## config.mk

```make
export PLATFORM = sky130hd
export DESIGN_NAME = sys_read_unit_flat
export DESIGN_NICKNAME = d
export VERILOG_FILES = /design/src/rtl/sys_read_unit_if.sv /design/src/rtl/sys_read_unit.sv /design/src/flat_wrapper.sv
export SDC_FILE = /design/constraint.sdc
export NUM_CORES = 1
export LEC_CHECK = 0
export BUFFER_PORTS_ARGS = -buffer_cell sky130_fd_sc_hd__clkbuf_2
export CAP_MARGIN = 20
export CORE_MARGIN = 2
export CORE_UTILIZATION = 30
export CTS_CLUSTER_DIAMETER = 80
export DETAILED_ROUTE_END_ITERATION = 6
export PLACE_DENSITY = 0.49
export SYNTH_ARGS = -nofsm -noshare
export SYNTH_HDL_FRONTEND = slang
export SYNTH_SLANG_ARGS = --single-unit
```

## constraint.sdc

```tcl
create_clock -name clk -period 5.49 [get_ports clk]
set_clock_uncertainty 0.15 [all_clocks]
set_input_delay 0.2745 -clock clk [delete_from_list [all_inputs] [get_ports clk]]
set_output_delay 0.2745 -clock clk [all_outputs]
set_load 0.01 [all_outputs]
```

## src/rtl/sys_read_unit_if.sv

```systemverilog
// Bus between the processor/host side and the console-input syscall responder.
// The master drives host pushes and syscall requests; the slave answers them.
interface sys_read_unit_if #(
  parameter int DEPTH = 8
);
  localparam int CW = $clog2(DEPTH) + 1;

  logic          in_valid;
  logic [31:0]   in_data;
  logic          in_ready;
  logic          req;
  logic [31:0]   rs;
  logic [31:0]   rd;
  logic          done;
  logic          stall;
  logic          err;
  logic [CW-1:0] count;

  modport master (
    output in_valid, in_data, req, rs,
    input  in_ready, rd, done, stall, err, count
  );

  modport slave (
    input  in_valid, in_data, req, rs,
    output in_ready, rd, done, stall, err, count
  );
endinterface

```

## src/rtl/sys_read_unit.sv

```systemverilog
// Console-input syscall responder: buffers host words in a circular FIFO and
// returns the head word to the processor on a read syscall (rs == 3), stalling
// the pipeline while the FIFO is empty and optionally timing out with err.
module sys_read_unit #(
  parameter int DEPTH   = 8,
  parameter int TIMEOUT = 0
) (
  input  logic           clk,
  input  logic           rst_n,
  sys_read_unit_if.slave bus
);
  localparam int AW = $clog2(DEPTH);
  localparam int CW = AW + 1;
  localparam int TW = (TIMEOUT > 1) ? $clog2(TIMEOUT) : 1;
  localparam logic [CW-1:0] FULL_COUNT = CW'(DEPTH);
  localparam logic [31:0]   RS_READ    = 32'd3;
  // Last timer value before giving up; unused (wraps) when TIMEOUT is 0.
  localparam logic [31:0]   TIMER_LAST = 32'(TIMEOUT) - 32'd1;

  typedef enum logic [1:0] {
    S_IDLE = 2'd0,
    S_WAIT = 2'd1,
    S_RESP = 2'd2
  } state_e;

  state_e        state_q, state_d;
  logic [31:0]   mem_q [DEPTH];
  logic [AW-1:0] wr_ptr_q, wr_ptr_d;
  logic [AW-1:0] rd_ptr_q, rd_ptr_d;
  logic [CW-1:0] count_q, count_d;
  logic [TW-1:0] timer_q, timer_d;
  logic [31:0]   rd_q, rd_d;
  logic          done_q, done_d;
  logic          stall_q, stall_d;
  logic          err_q, err_d;

  logic          ready_s;
  logic          push_s;
  logic          pop_s;
  logic          read_req_s;
  logic          has_data_s;
  logic          timed_out_s;

  // Full is the only condition that blocks a push; a same-cycle pop does not help.
  assign ready_s     = (count_q != FULL_COUNT);
  assign push_s      = bus.in_valid && ready_s;
  assign read_req_s  = bus.req && (bus.rs == RS_READ);
  assign has_data_s  = (count_q != '0);
  assign timed_out_s = (TIMEOUT != 0) && (32'(timer_q) == TIMER_LAST);

  assign bus.in_ready = ready_s;
  assign bus.count    = count_q;
  assign bus.rd       = rd_q;
  assign bus.done     = done_q;
  assign bus.stall    = stall_q;
  assign bus.err      = err_q;

  // FSM next state, pop decision, timer and next values of the registered outputs.
  always_comb begin
    state_d = state_q;
    timer_d = timer_q;
    rd_d    = rd_q;
    err_d   = 1'b0;
    pop_s   = 1'b0;
    case (state_q)
      S_IDLE: begin
        if (read_req_s) begin
          if (has_data_s) begin
            state_d = S_RESP;
            rd_d    = mem_q[rd_ptr_q];
            pop_s   = 1'b1;
          end else begin
            state_d = S_WAIT;
            timer_d = '0;
          end
        end else begin
          state_d = S_IDLE;
        end
      end
      S_WAIT: begin
        timer_d = timer_q + TW'(1);
        // Data arriving on the timeout cycle still wins.
        if (has_data_s) begin
          state_d = S_RESP;
          rd_d    = mem_q[rd_ptr_q];
          pop_s   = 1'b1;
        end else if (timed_out_s) begin
          state_d = S_RESP;
          rd_d    = '0;
          err_d   = 1'b1;
        end else begin
          state_d = S_WAIT;
        end
      end
      S_RESP: begin
        state_d = S_IDLE;
      end
      default: begin
        state_d = S_IDLE;
      end
    endcase
    done_d  = (state_d == S_RESP);
    stall_d = (state_d == S_WAIT);
  end

  // FIFO pointer and occupancy bookkeeping from this cycle's push/pop.
  always_comb begin
    wr_ptr_d = wr_ptr_q;
    rd_ptr_d = rd_ptr_q;
    count_d  = count_q;
    if (push_s) begin
      wr_ptr_d = wr_ptr_q + AW'(1);
    end else begin
      wr_ptr_d = wr_ptr_q;
    end
    if (pop_s) begin
      rd_ptr_d = rd_ptr_q + AW'(1);
    end else begin
      rd_ptr_d = rd_ptr_q;
    end
    case ({push_s, pop_s})
      2'b10:   count_d = count_q + CW'(1);
      2'b01:   count_d = count_q - CW'(1);
      default: count_d = count_q;
    endcase
  end

  // FIFO storage write; contents need no reset since the pointers define validity.
  always_ff @(posedge clk) begin
    if (push_s) begin
      mem_q[wr_ptr_q] <= bus.in_data;
    end
  end

  // State, pointers, occupancy and registered outputs; reset flushes the FIFO.
  always_ff @(posedge clk or negedge rst_n) begin
    if (!rst_n) begin
      state_q  <= S_IDLE;
      wr_ptr_q <= '0;
      rd_ptr_q <= '0;
      count_q  <= '0;
      timer_q  <= '0;
      rd_q     <= '0;
      done_q   <= 1'b0;
      stall_q  <= 1'b0;
      err_q    <= 1'b0;
    end else begin
      state_q  <= state_d;
      wr_ptr_q <= wr_ptr_d;
      rd_ptr_q <= rd_ptr_d;
      count_q  <= count_d;
      timer_q  <= timer_d;
      rd_q     <= rd_d;
      done_q   <= done_d;
      stall_q  <= stall_d;
      err_q    <= err_d;
    end
  end
endmodule

```

## src/flat_wrapper.sv

```systemverilog
// flat-port wrapper written by rule: the top's interface ports become plain ports
module sys_read_unit_flat 
#(
  parameter int DEPTH   = 8,
  parameter int TIMEOUT = 0
)
  (clk, rst_n, bus_in_valid, bus_in_data, bus_req, bus_rs, bus_in_ready, bus_rd, bus_done, bus_stall, bus_err, bus_count);
  sys_read_unit_if #(.DEPTH(DEPTH)) bus_i ();
  input  logic clk;
  input  logic rst_n;
  input wire logic [$bits(bus_i.in_valid)-1:0] bus_in_valid;
  input wire logic [$bits(bus_i.in_data)-1:0] bus_in_data;
  input wire logic [$bits(bus_i.req)-1:0] bus_req;
  input wire logic [$bits(bus_i.rs)-1:0] bus_rs;
  output wire logic [$bits(bus_i.in_ready)-1:0] bus_in_ready;
  output wire logic [$bits(bus_i.rd)-1:0] bus_rd;
  output wire logic [$bits(bus_i.done)-1:0] bus_done;
  output wire logic [$bits(bus_i.stall)-1:0] bus_stall;
  output wire logic [$bits(bus_i.err)-1:0] bus_err;
  output wire logic [$bits(bus_i.count)-1:0] bus_count;
  assign bus_i.in_valid = bus_in_valid;
  assign bus_i.in_data = bus_in_data;
  assign bus_i.req = bus_req;
  assign bus_i.rs = bus_rs;
  assign bus_in_ready = bus_i.in_ready;
  assign bus_rd = bus_i.rd;
  assign bus_done = bus_i.done;
  assign bus_stall = bus_i.stall;
  assign bus_err = bus_i.err;
  assign bus_count = bus_i.count;
  sys_read_unit #(.DEPTH(DEPTH), .TIMEOUT(TIMEOUT)) u_core (.clk(clk), .rst_n(rst_n), .bus(bus_i));
endmodule
```

**After elaboration in Yosys (flattened, before gate mapping)**

Memories as Yosys holds them, arrays and structs flattened.
Index checks and enable logic that the tools add are counted.

- Add/subtract/negate cells: 4
- Equality and inequality tests: 8
- Mux-type cells: 12
- Reductions and logical operators: 7

Operators with widths:

| kind | number |
|---|---|
| $mux 32 | 2 |
| $pmux 32 s2 | 1 |
| $eq 32x2->1 const B | 1 |
| $pmux 4 s2 | 1 |
| $add 3x1->3 const B | 2 |
| $eq 2x1->1 const B | 3 |
| $add 4x1->4 const B | 1 |
| $eq 2x2->1 const B | 2 |
| $mux 1 | 4 |
| $mux 2 | 2 |
| $ne 4x4->1 const B | 1 |
| $pmux 2 s2 | 1 |
| $reduce_bool 2->1 | 2 |
| $reduce_bool 4->1 | 1 |
| $sub 4x1->4 const B | 1 |
| $logic_and 1x1->1 | 2 |
| $logic_not 2->1 | 1 |
| $ne 2x1->1 const B | 1 |
| $pmux 1 s2 | 1 |
| $reduce_and 2->1 | 1 |

- Bits in registers: 46
- Memory bits (writable): 256
- Input port bits: 68
- Output and inout bits: 40
- Logic and storage cells: 39
- Memories kept: 1

Memories:

| memory | depth | bits a word | read ports | clocked after Yosys merged registers in | write ports | RTL line | source |
|---|---|---|---|---|---|---|---|
| u_core.mem_q | 8 | 32 | 1 | 0 | 1 | sys_read_unit.sv:27 | `logic [31:0] mem_q [DEPTH];` |

**Longest topological paths before layout**

Gate-level depths: netlist of run 1.

- Word-level depth: 6
- Depth in mapped cells: 14

**Worst setup path after synthesis of run 1**

Ideal clock, no wire load.

- Kind: reg2reg
- From: reg u_core.count_q[0] (netlist: u_core.bus.count[0])
- To: mem u_core.mem_q[0][0], enable pin
- Library setup time: 0.501 ns
- Arrival: 3.955 ns
- Data required time: 4.839 ns
- Slack: 0.884 ns
- Stages on the path, launching flop included: 5
- Buffers on the path: 0
- Clock period less this slack: 4.606 ns
- Cell sequence: dfrtp_1 -> nor3_1 -> nand2_1 -> nand2_1 -> nor4_1

- Word-level cells in the longest chain between the ends: 4

RTL lines:

| item | RTL line | source |
|---|---|---|
| start, declared | sys_read_unit.sv:30 | `logic [CW-1:0] count_q, count_d;` |
| start signal, assigned | sys_read_unit.sv:151 | `count_q <= count_d;` |
| $ne 4x4->1 | sys_read_unit.sv:45 | `assign ready_s = (count_q != FULL_COUNT);` |
| named net bus_in_ready | flat_wrapper.sv:15 | `output wire logic [$bits(bus_i.in_ready)-1:0] bus_in_ready;` |
| $logic_and 1x1->1 | sys_read_unit.sv:46 | `assign push_s = bus.in_valid && ready_s;` |
| $mux 1 | sys_read_unit.sv:130 | `if (push_s) begin` |
| $mux 1 (not written as such) | sys_read_unit.sv:131 | `mem_q[wr_ptr_q] <= bus.in_data;` |
| end, declared | sys_read_unit.sv:27 |  |

The timed path passes the listed nets, and every way through them passes these cells.

**Worst setup path in the final report of run 1**

- From: reg u_core.count_q[2] (netlist: u_core.bus.count[2])
- To: reg u_core.count_q[3] (netlist: u_core.bus.count[3])

- Word-level cells in the longest chain between the ends: 6
- Elaborated cells between the ends (all ways): 12
- Classes of those cells: 2 x add/sub; 3 x eq/ne; 4 x mux; 3 x reduce/logical

RTL lines:

| item | RTL line | source |
|---|---|---|
| $reduce_bool 4->1 * | sys_read_unit.sv:48 | `assign has_data_s = (count_q != '0);` |
| $mux 1 * | sys_read_unit.sv:68, sys_read_unit.sv:83 |  |
| $mux 1 | sys_read_unit.sv:67 | `if (read_req_s) begin` |
| $pmux 1 s2 * | sys_read_unit.sv:65 | `case (state_q)` |
| named net u_core.pop_s | sys_read_unit.sv:39 | `logic pop_s;` |
| $eq 2x1->1 or $eq 2x2->1 (tied branches) | sys_read_unit.sv:121 | `case ({push_s, pop_s})` |
| $pmux 4 s2 or $reduce_bool 2->1 (tied branches) | -- |  |

Mark *: on every way through the listed nets, which the timed path passes. The rest lies on a longest branch.
A chain may end at the register's enable or synchronous reset.

==> metrics.txt, run 1 <==
CTS buffer count 35; P&R area growth vs syn 22.82%; fin crit period 3618 ps; DRC errors left 0; CP max FO 36; Worst setup EP type register; Crit path top cell by count ha_1; largest net degree at the start of global routing 54; Final Cycle Share 65.90%; Peak VDD IR about 0.00018 V; Switching Share 23.61%; DP Worst Slack 1682 ps; GR Util All Layers 12.86%; Hold Crit Class in2reg; worst-margin pin slew 993.8 ps; Layout Nets 759; DRT Pass-1 Iters 4; outcome complete, no violations; Die Y 201.4 µm; CTS tree built; CORE AREA 0.03856 mm²; 1st-iter DRT viols 216; clock power share 39.0%; netlist area before placement 0.01169 mm²; CP Launch Type register; Leak Pwr a little over 5 nW; Longest Clk Path Bufs 3; Ys Warns 0; most frequent cells in the layout edfxtp_1 (256), clkbuf_2 (106), mux4_2 (64); final setup TNS 0 ps; clk sinks 302; CTS clk-pin slew, worst paths 60 ps; H-tree depth 2; cell area after placement 0.01289 mm²; Root Driver clkbuf_16; CP max stage delay 610 ps; Power, Total 0.005701 W; Psw approximately 0.0013 W; kind of critical path reg2reg; Final Slew Violations 0; antenna violations before repair 1; DP HPWL 14,510 µm; die area 0.04055 mm²; FILL cells 3,617; routed vias 5,557; Synth cell types 35; row count 72; IO Count 108; initial core utilization between 30 and 40%; commonest non-fill, non-tap cell in the layout edfxtp_1; Max Freq 276.4 MHz; post-synthesis sequential area ratio 75.63%; Util after Layout between 30% and 40%; cell area after layout between 0.01 and 0.015 mm²; Vias per Instance 4.522; final hold vios 0; combinational share of power 10.0%; first-pass GRT wire length about 39,000 µm; CTS resizes 0; Seq cells post-synth 302; Mapped Avg Cell Area ~23 µm²; Worst-Skew Late Latency 510 ps; ANT nets after route 0; unrepaired setup endpoints after global routing false; share of cells above drive strength 1 43.94%; Required @ worst endpoint roughly 5700 ps; final worst setup slack 1872 ps; Mapped Cells 514; Critical Path Slowest Stage Cell nor4_1; Wirelength per Cell roughly 21 µm; cell area power density 397.2 mW/mm²; crit-path cells nor4_1, or3_2, buf_4, inv_1, ha_1, ha_1, a21o_1, a21oi_1, xnor2_1, nor2_1, xor2_1; Pint 0.004355 W; critical path arrival 3850 ps; number of global-route vias before repair slightly above 6,000; Placer Congestion 0.7204; final wirelength around 26,000 µm; # setup viols final 0; Synth Net Count about 590; die width 201.4 µm; register share of total power between 50% and 60%; max-cap violation count 0; relative slew slack 33.75%; grt ovf 0; number of buffers added on ports 106
[state kept, by name, indices dropped and copies added (netlist names)]
| signal | cells |
|---|---|
| u_core.state_q | 2 |
| u_core.bus.stall | 1 |
| u_core.bus.done | 1 |
| u_core.mem_q | 256 |
| u_core.bus.rd | 32 |
| u_core.bus.count | 4 |
| u_core.wr_ptr_q | 3 |
| u_core.rd_ptr_q | 3 |
[logic make-up (layout without fill, tap and decap cells)]
family,after synthesis,after routing,synth area share (%)
flops,302,302,75.63
fa+ha+maj,6,6,0.7066
compound gates,4,4,0.2034
simple gates,34,34,1.713
mux,131,131,19.65
xor+xnor,8,8,0.5996
other cells,1,2,0.03209
buf+inv,28,224,1.467
[per-stage QoR]
step / hold slack [ps] / instances
floorplan: -171.1 / 514
global placement: 247.7 / 1131
detailed placement: 256.4 / 1131
CTS: 111.6 / 1227
global route: 180.1 / 1229
finish: 127.8 / 1229
[power groups by stage]
stage,registers (W),clock network [W],logic [W]
6_report,0.00291,0.00222,0.000570
5_1_grt,0.00293,0.00237,0.000634
4_1_cts,0.00291,0.00228,0.000595
3_5_place_dp,0.00296,0,0.000571
3_3_place_gp,0.00294,0,0.000561
2_1_floorplan,0.00295,0,0.000284
[path summary, 6_finish.rpt]
path                                           from                  end  slack, ps  cells after the start
min in group asynchronous                     rst_n    u_core.state_q[1]        260                      2
worst min register to register    u_core.bus.rd[10]    u_core.bus.rd[10]        360                      1
max in group asynchronous                     rst_n    u_core.bus.rd[15]       4060                      3
worst max-delay path            u_core.bus.count[2]  u_core.bus.count[3]       1870                     11
worst min-delay path                     bus_rs[18]     u_core.bus.stall        130                      4
worst max register to register  u_core.bus.count[2]  u_core.bus.count[3]       1870                     11
[worst max-delay path: cells and delay by family, from the launching register on]
| family | cells | cell delay (ps) |
|---|---|---|
| AOI/OAI and AO/OA | 2 | 380 |
| adders and majority gates | 2 | 570 |
| DFF | 1 | 440 |
| and+or+nand+nor | 3 | 910 |
| xor gates and xnor gates | 2 | 300 |
| buffers and inverters | 2 | 760 |
[final cells by class]
cell class | count | area (µm²) | area share, %
inverter | 5 | 18.77 | 0.1308
multi-input combinational | 184 | 2726 | 19.00
timing repair buffer | 157 | 1018 | 7.096
tap | 518 | 648.1 | 4.516
clock inverter | 19 | 167.7 | 1.168
clock buffer | 43 | 925.9 | 6.451
antenna | 1 | 2.502 | 0.01744
sequential | 302 | 8845 | 61.63
[layer usage]
layer / up-vias / GRT usage [%] / wire length (µm)
li1: 2457 / - / -
met1: 2962 / 16.54 / 11500
met2: 89 / 22.18 / 12700
met3: 49 / 2.138 / 768
met4: 0 / 4.228 / 653
met5: - / 0 / 0
[timing repair]
| item | in CTS | in global routing |
|---|---|---|
| setup buffers | 0 | 0 |
| hold buffers | 34 | 0 |
| setup endpoints to repair | 0 | 0 |
| hold endpoints to repair | 280 | 0 |
[cell usage after synthesis]
library cell	n	area (µm²)
nor3b_1	2	15.01
o21ai_0	1	5.000
mux2_4	27	405.4
a31oi_1	1	6.260
nor3_1	6	30.03
buf_12	3	60.06
buf_1	1	3.750
nand3_1	2	10.01
buf_2	5	25.02
nor4b_1	1	8.760
edfxtp_1	256	7687
xnor2_1	5	43.79
a21o_1	1	7.510
clkbuf_1	12	45.04
or4_1	3	22.52
buf_6	1	11.26
fa_1	1	20.02
nor4_2	1	12.51
dfrtp_1	46	1151
nor2_1	5	18.77
inv_1	5	18.77
nand2_1	4	15.01
buf_4	1	7.510
conb_1	1	3.750
nand4b_1	1	8.760
xor2_1	3	26.28
a21oi_1	1	5.000
mux4_2	64	1441
mux2_2	39	439.2
nor4_1	5	31.28
or3_1	1	6.260
and4_1	1	8.760
ha_1	5	62.56
mux2i_1	1	10.01
nand2b_1	2	12.51
Power figures use the tool's default switching activity.
==> inputs of run 2 (changes only) <==
PLACE_DENSITY = 0.51   (was 0.49)
clock period = 3.2 ns   (was 5.49 ns; I/O delays follow)
==> metrics.txt, run 2 (synthesis results as in run 1) <==
FILL cells 3,597 (was 3,617); CORE AREA 0.03856 mm² (unchanged); Wirelength per Cell 20.22 µm (was 20.84 µm); DRC errors left 0 (unchanged); combinational share of power 10.9% (was 10.0%); critical path arrival 3240 ps (was 3850 ps); Longest Clk Path Bufs 3 (unchanged); Layout Nets 763 (was 759); worst-margin pin slew 895.7 ps (was 993.8 ps); antenna violations before repair 3 (was 1); commonest non-fill, non-tap cell in the layout edfxtp_1 (unchanged); register share of total power 52.4% (was 51.0%); Max Freq 338.2 MHz; CTS buffer count 31 (was 35); share of cells above drive strength 1 44.60% (was 43.94%); Psw 0.002248 W (was 0.001346 W); cell area power density 661.0 mW/mm² (was 397.2 mW/mm²); Worst-Skew Late Latency 550 ps (was 510 ps); number of buffers added on ports 106 (unchanged); Util after Layout 37.46% (was 37.22%); Die Y 201.4 µm (unchanged); die width 201.4 µm (unchanged); row count 72 (unchanged); max-cap violation count 0 (unchanged); Hold Crit Class in2reg (unchanged); Worst setup EP type register (unchanged); CP Launch Type primary input (was register); relative slew slack 40.28% (was 33.75%); Final Slew Violations 0 (unchanged); clk sinks 302 (unchanged); fin crit period between 2000 and 3000 ps; Leak Pwr 5.092 nW (was 5.089 nW); # setup viols final 0 (unchanged); Pint 0.007299 W (was 0.004355 W); Peak VDD IR 0.0003918 V (was 0.0001838 V); first-pass GRT wire length 38,260 µm (was 38,910 µm); most frequent cells in the layout edfxtp_1 (256), clkbuf_2 (105), mux4_2 (64) (was edfxtp_1 (256), clkbuf_2 (106), mux4_2 (64)); outcome complete, no violations (unchanged); Placer Congestion 0.7140 (was 0.7204); largest net degree at the start of global routing 43 (was 54); Required @ worst endpoint 3480 ps (was 5720 ps); Vias per Instance 4.517 (was 4.522); CP max FO 3 (was 36); ANT nets after route 0 (unchanged); DP HPWL 14,710 µm (was 14,510 µm); unrepaired setup endpoints after global routing false (unchanged); max reg flops 256 (unchanged); Power, Total 0.009547 W (was 0.005701 W); Final Cycle Share around 90%; post-CTS setup repair buffer count 0 (unchanged); die area 0.04055 mm² (unchanged); final hold vios 0 (unchanged); Reg with most FFs u_core.mem_q (unchanged); grt ovf 0 (unchanged); Switching Share 23.55% (was 23.61%); 1st-iter DRT viols 335 (was 216); IO Count 108 (unchanged); final wirelength 24,950 µm (was 25,620 µm); CTS tree built (unchanged); final setup TNS 0 ps (unchanged); CTS clk-pin slew, worst paths 60 ps (about the same); Post-Place Cells 1,138 (was 1,131); routed vias 5,574 (was 5,557); number of global-route vias before repair 6,190 (was 6,219); kind of critical path in2reg (was reg2reg); GR Util All Layers 12.48% (was 12.86%); P&R area growth vs syn 23.59% (was 22.82%); clock power share 36.7% (was 39.0%); hold_ws 89.96 ps (was 127.8 ps); Root Driver clkbuf_16 (unchanged); H-tree depth 1 (was 2); initial core utilization 30.31% (unchanged); Post-Layout Cell Count 1,234 (was 1,229); DRT Pass-1 Iters 4 (unchanged)
[run 2: cell count changes in the layout (fill, tap and decap cells not counted), sizes merged, moves of 2 or more]
cell	previous run	this run
buf	17	24
clkbuf	149	147
clkinv	13	6
clkinvlp	1	5
diode	1	3
dlygate4sd3	34	36
[run 2: layer usage]
metal | track usage (%) | share of wire [%]
met5 | 0 | 0
met2 | 22.18 | 52
met3 | 2.203 | 4.5
met1 | 15.57 | 41
met4 | 3.650 | 2.0
[run 2: cell type report]
class	instances	area [µm²]	area share, %
Clock inverter	15	162.7	1.126
Timing Repair Buffer	165	1176	8.143
Clock buffer	42	837.1	5.796
Inverter	5	18.77	0.1299
Tap cell	518	648.1	4.488
Antenna cell	3	7.507	0.05198
Multi-Input combinational cell	184	2745	19.01
Sequential cell	302	8847	61.26
[run 2: final timing paths]
path                                      from             endpoint  slack, ps  cells past startpoint
setup / recovery                    bus_rs[18]  u_core.bus.count[3]        240                     14
hold reg to reg              u_core.state_q[1]    u_core.state_q[0]        350                      1
hold / removal                         bus_req    u_core.state_q[0]         90                      6
setup reg to reg           u_core.bus.count[0]  u_core.bus.count[3]        530                     11
max in group asynchronous                rst_n     u_core.bus.rd[8]       2070                      3
min in group asynchronous                rst_n    u_core.bus.rd[14]        120                      2
[run 2: worst max-delay path: stages]
cell	delay (ps)
dlygate4sd3_1	530
clkbuf_2	100
nor3_1	110
dlygate4sd3_1	570
a31oi_1	90
or3_2	430
inv_1	90
ha_1	200
ha_1	240
a21o_1	190
a21oi_2	150
xnor2_1	150
nor2_1	80
xor2_1	160
[run 2: per-stage QoR]
step / instance area (µm²) / worst slack [ps]
4_1_cts: 14430 / 215.2
6_report: 14440 / 243.3
3_3_place_gp: 13070 / 175.2
2_1_floorplan: 11700 / -569.7
3_5_place_dp: 13070 / 47.28
5_1_grt: 14440 / 39.97
[run 2: power groups by stage]
stage	clock (W)	combinational (W)	sequential, W
global placement	0	0.00101	0.00505
detailed placement	0	0.00103	0.00509
CTS	0.00361	0.00108	0.00501
finish	0.00350	0.00104	0.00500
global route	0.00377	0.00114	0.00505
floorplan	0	0.000490	0.00505
[run 2: what timing repair did]
item	CTS	global route
endpoints found under the setup margin	0	1
hold buffers	36	0
endpoints found under the hold margin	289	0
resized for setup	0	1
==> inputs of run 3 (changes only) <==
clock period = 2.5 ns   (was 3.2 ns; I/O delays follow)
==> metrics.txt, run 3 (synthesis results as in run 1) <==
outcome complete, no violations (unchanged); die width 201.4 µm (unchanged); R2R depth 10 (was 11); Final Cycle Share 93.09%; Root Driver clkbuf_16 (unchanged); die area 0.04055 mm² (unchanged); Worst setup EP type register (unchanged); H-tree depth 1 (unchanged); Required @ worst endpoint 2790 ps (was 3480 ps); largest net degree at the start of global routing 40 (was 43); GR Util All Layers 12.72% (was 12.48%); Post-Layout Cell Count 1,244 (was 1,234); # diodes 0 (was 3); reg-to-reg critical path startpoint u_core.bus.count[2] (was u_core.bus.count[0]); P&R area growth vs syn 26.38% (was 23.59%); critical path arrival 2620 ps (was 3240 ps); Wirelength per Cell 20.48 µm (was 20.22 µm); max-cap violation count 0 (unchanged); clk sinks 302 (unchanged); worst reg2reg endpoint u_core.bus.count[3] (unchanged); CTS clk-pin slew, worst paths 60 ps (about the same); Hold Crit Class in2reg (unchanged); CTS tree built (unchanged); cell area after placement 0.01327 mm² (was 0.01307 mm²); cell area power density 871.5 mW/mm² (was 661.0 mW/mm²); row count 72 (unchanged); final setup TNS 0 ps (unchanged); Max Freq approximately 430 MHz; Peak VDD IR 0.0005064 V (was 0.0003918 V); # setup viols final 0 (unchanged); register share of total power 49.5% (was 52.4%); grt ovf 0 (unchanged); worst setup path startpoint bus_rs[3] (was bus_rs[18]); DRT Pass-1 Iters 4 (unchanged); clock power share 38.7% (was 36.7%); IO Count 108 (unchanged); Psw 0.003009 W (was 0.002248 W); antenna violations before repair 0 (was 3); number of buffers added on ports 106 (unchanged); Switching Share 23.38% (was 23.55%); unrepaired setup endpoints after global routing false (unchanged); Vias per Instance 4.498 (was 4.517); final wirelength 25,480 µm (was 24,950 µm); commonest non-fill, non-tap cell in the layout edfxtp_1 (unchanged); Util after Layout 38.30% (was 37.46%); 1st-iter DRT viols 366 (was 335); DP HPWL 15,640 µm (was 14,710 µm); Final Slew Violations 0 (unchanged); CP endpoint u_core.bus.count[3] (unchanged); CTS buffer count 31 (unchanged); Placer Congestion 0.7352 (was 0.7140); share of cells above drive strength 1 47.80% (was 44.60%); combinational share of power 11.8% (was 10.9%); Pint 0.009863 W (was 0.007299 W); Die Y 201.4 µm (unchanged); ANT nets after route 0 (unchanged); CP max FO 3 (unchanged); DRC errors left 0 (unchanged); Worst-Skew Late Latency 560 ps (was 550 ps); initial core utilization 30.31% (unchanged); hold_ws 79.26 ps (was 89.96 ps); cell area after layout 0.01477 mm² (was 0.01444 mm²); worst-margin pin slew 535.6 ps (was 895.7 ps); Worst R2R Setup Slack 180 ps (was 530 ps); Post-Place Cells 1,151 (was 1,138); Leak Pwr 5.250 nW (was 5.092 nW); routed vias 5,596 (was 5,574); most frequent cells in the layout edfxtp_1 (256), clkbuf_2 (106), mux4_2 (64) (was edfxtp_1 (256), clkbuf_2 (105), mux4_2 (64)); number of global-route vias before repair 6,091 (was 6,190); max reg flops 256 (unchanged); kind of critical path in2reg (unchanged); CORE AREA 0.03856 mm² (unchanged); Longest Clk Path Bufs 3 (unchanged); final hold vios 0 (unchanged); FILL cells 3,539 (was 3,597); relative slew slack 64.30% (was 40.28%); Layout Nets 776 (was 763); CP Launch Type primary input (unchanged); first-pass GRT wire length 38,560 µm (was 38,260 µm); fin crit period 2327 ps; Reg with most FFs u_core.mem_q (unchanged)
-- run 3: cell types whose count changed in the layout (fill, tap and decap cells not counted), sizes merged --
cell | previous run | this run
buf | 24 | 37
bufinv | 3 | 8
clkbuf | 147 | 137
clkinv | 6 | 14
clkinvlp | 5 | 4
diode | 3 | 0
dlygate4sd3 | 36 | 35
inv | 6 | 5
-- run 3: what timing repair did --
action	CTS	global route
hold buffers	34	1
hold endpoints to repair	291	3
setup endpoints to repair	1	1
gates resized for setup	1	3
setup buffers	0	0
-- run 3: how the worst min path moves through the flow --
| stage | end | depth (start not counted) | start |
|---|---|---|---|
| final | u_core.state_q[0] | 6 | bus_rs[4] |
| after global routing | u_core.state_q[0] | 6 | bus_rs[4] |
| after CTS | u_core.state_q[0] | 6 | bus_rs[30] |
| after detailed placement | u_core.bus.rd[7] | 1 | rst_n |
| after global placement | u_core.bus.rd[7] | 1 | rst_n |
| after floorplan | u_core.bus.count[0] | 0 | rst_n |
-- run 3: layout make-up --
cell class	instances	area, µm²	area share [%]
Sequential cell	302	8847	59.90
Multi-Input combinational cell	184	2826	19.14
Timing Repair Buffer	178	1313	8.887
Clock buffer	31	775.7	5.252
Tap cell	518	648.1	4.388
Clock inverter	26	335.3	2.270
Inverter	5	23.77	0.1610
-- run 3: per-layer routing --
layer | vias up | part of all wire [%] | global-route usage, % | routed length, µm
met5 | - | 0 | 0 | 0
met4 | 0 | 1.7 | 3.361 | 438
li1 | 2504 | - | - | -
met2 | 120 | 49 | 21.44 | 12540
met3 | 35 | 4.1 | 2.284 | 1036
met1 | 2937 | 45 | 16.99 | 11470
-- run 3: power groups by stage --
stage / registers, W / clock network (W) / logic (W)
after floorplan: 0.00648 / 0 / 0.000674
after global placement: 0.00643 / 0 / 0.00148
after detailed placement: 0.00648 / 0 / 0.00151
after CTS: 0.00637 / 0.00512 / 0.00157
after global routing: 0.00642 / 0.00531 / 0.00166
final: 0.00637 / 0.00498 / 0.00151
-- run 3: critical path, stage by stage --
cell and delay (ps):
clkbuf_2 80, or4_4 530, nor4_4 270, a31oi_1 140
or3_4 430, inv_6 70, ha_4 150, ha_4 190
a21o_1 160, a21oi_2 120, xnor2_1 130, nor2_1 70
xor2_1 140
-- run 3: stage by stage --
stage | setup WS [ps] | total power (W)
6_report | 172.7 | 0.01287
5_1_grt | 70.22 | 0.01339
4_1_cts | 2.959 | 0.01306
3_5_place_dp | -581.5 | 0.007992
3_3_place_gp | -487.6 | 0.007908
2_1_floorplan | -453.9 | 0.007156
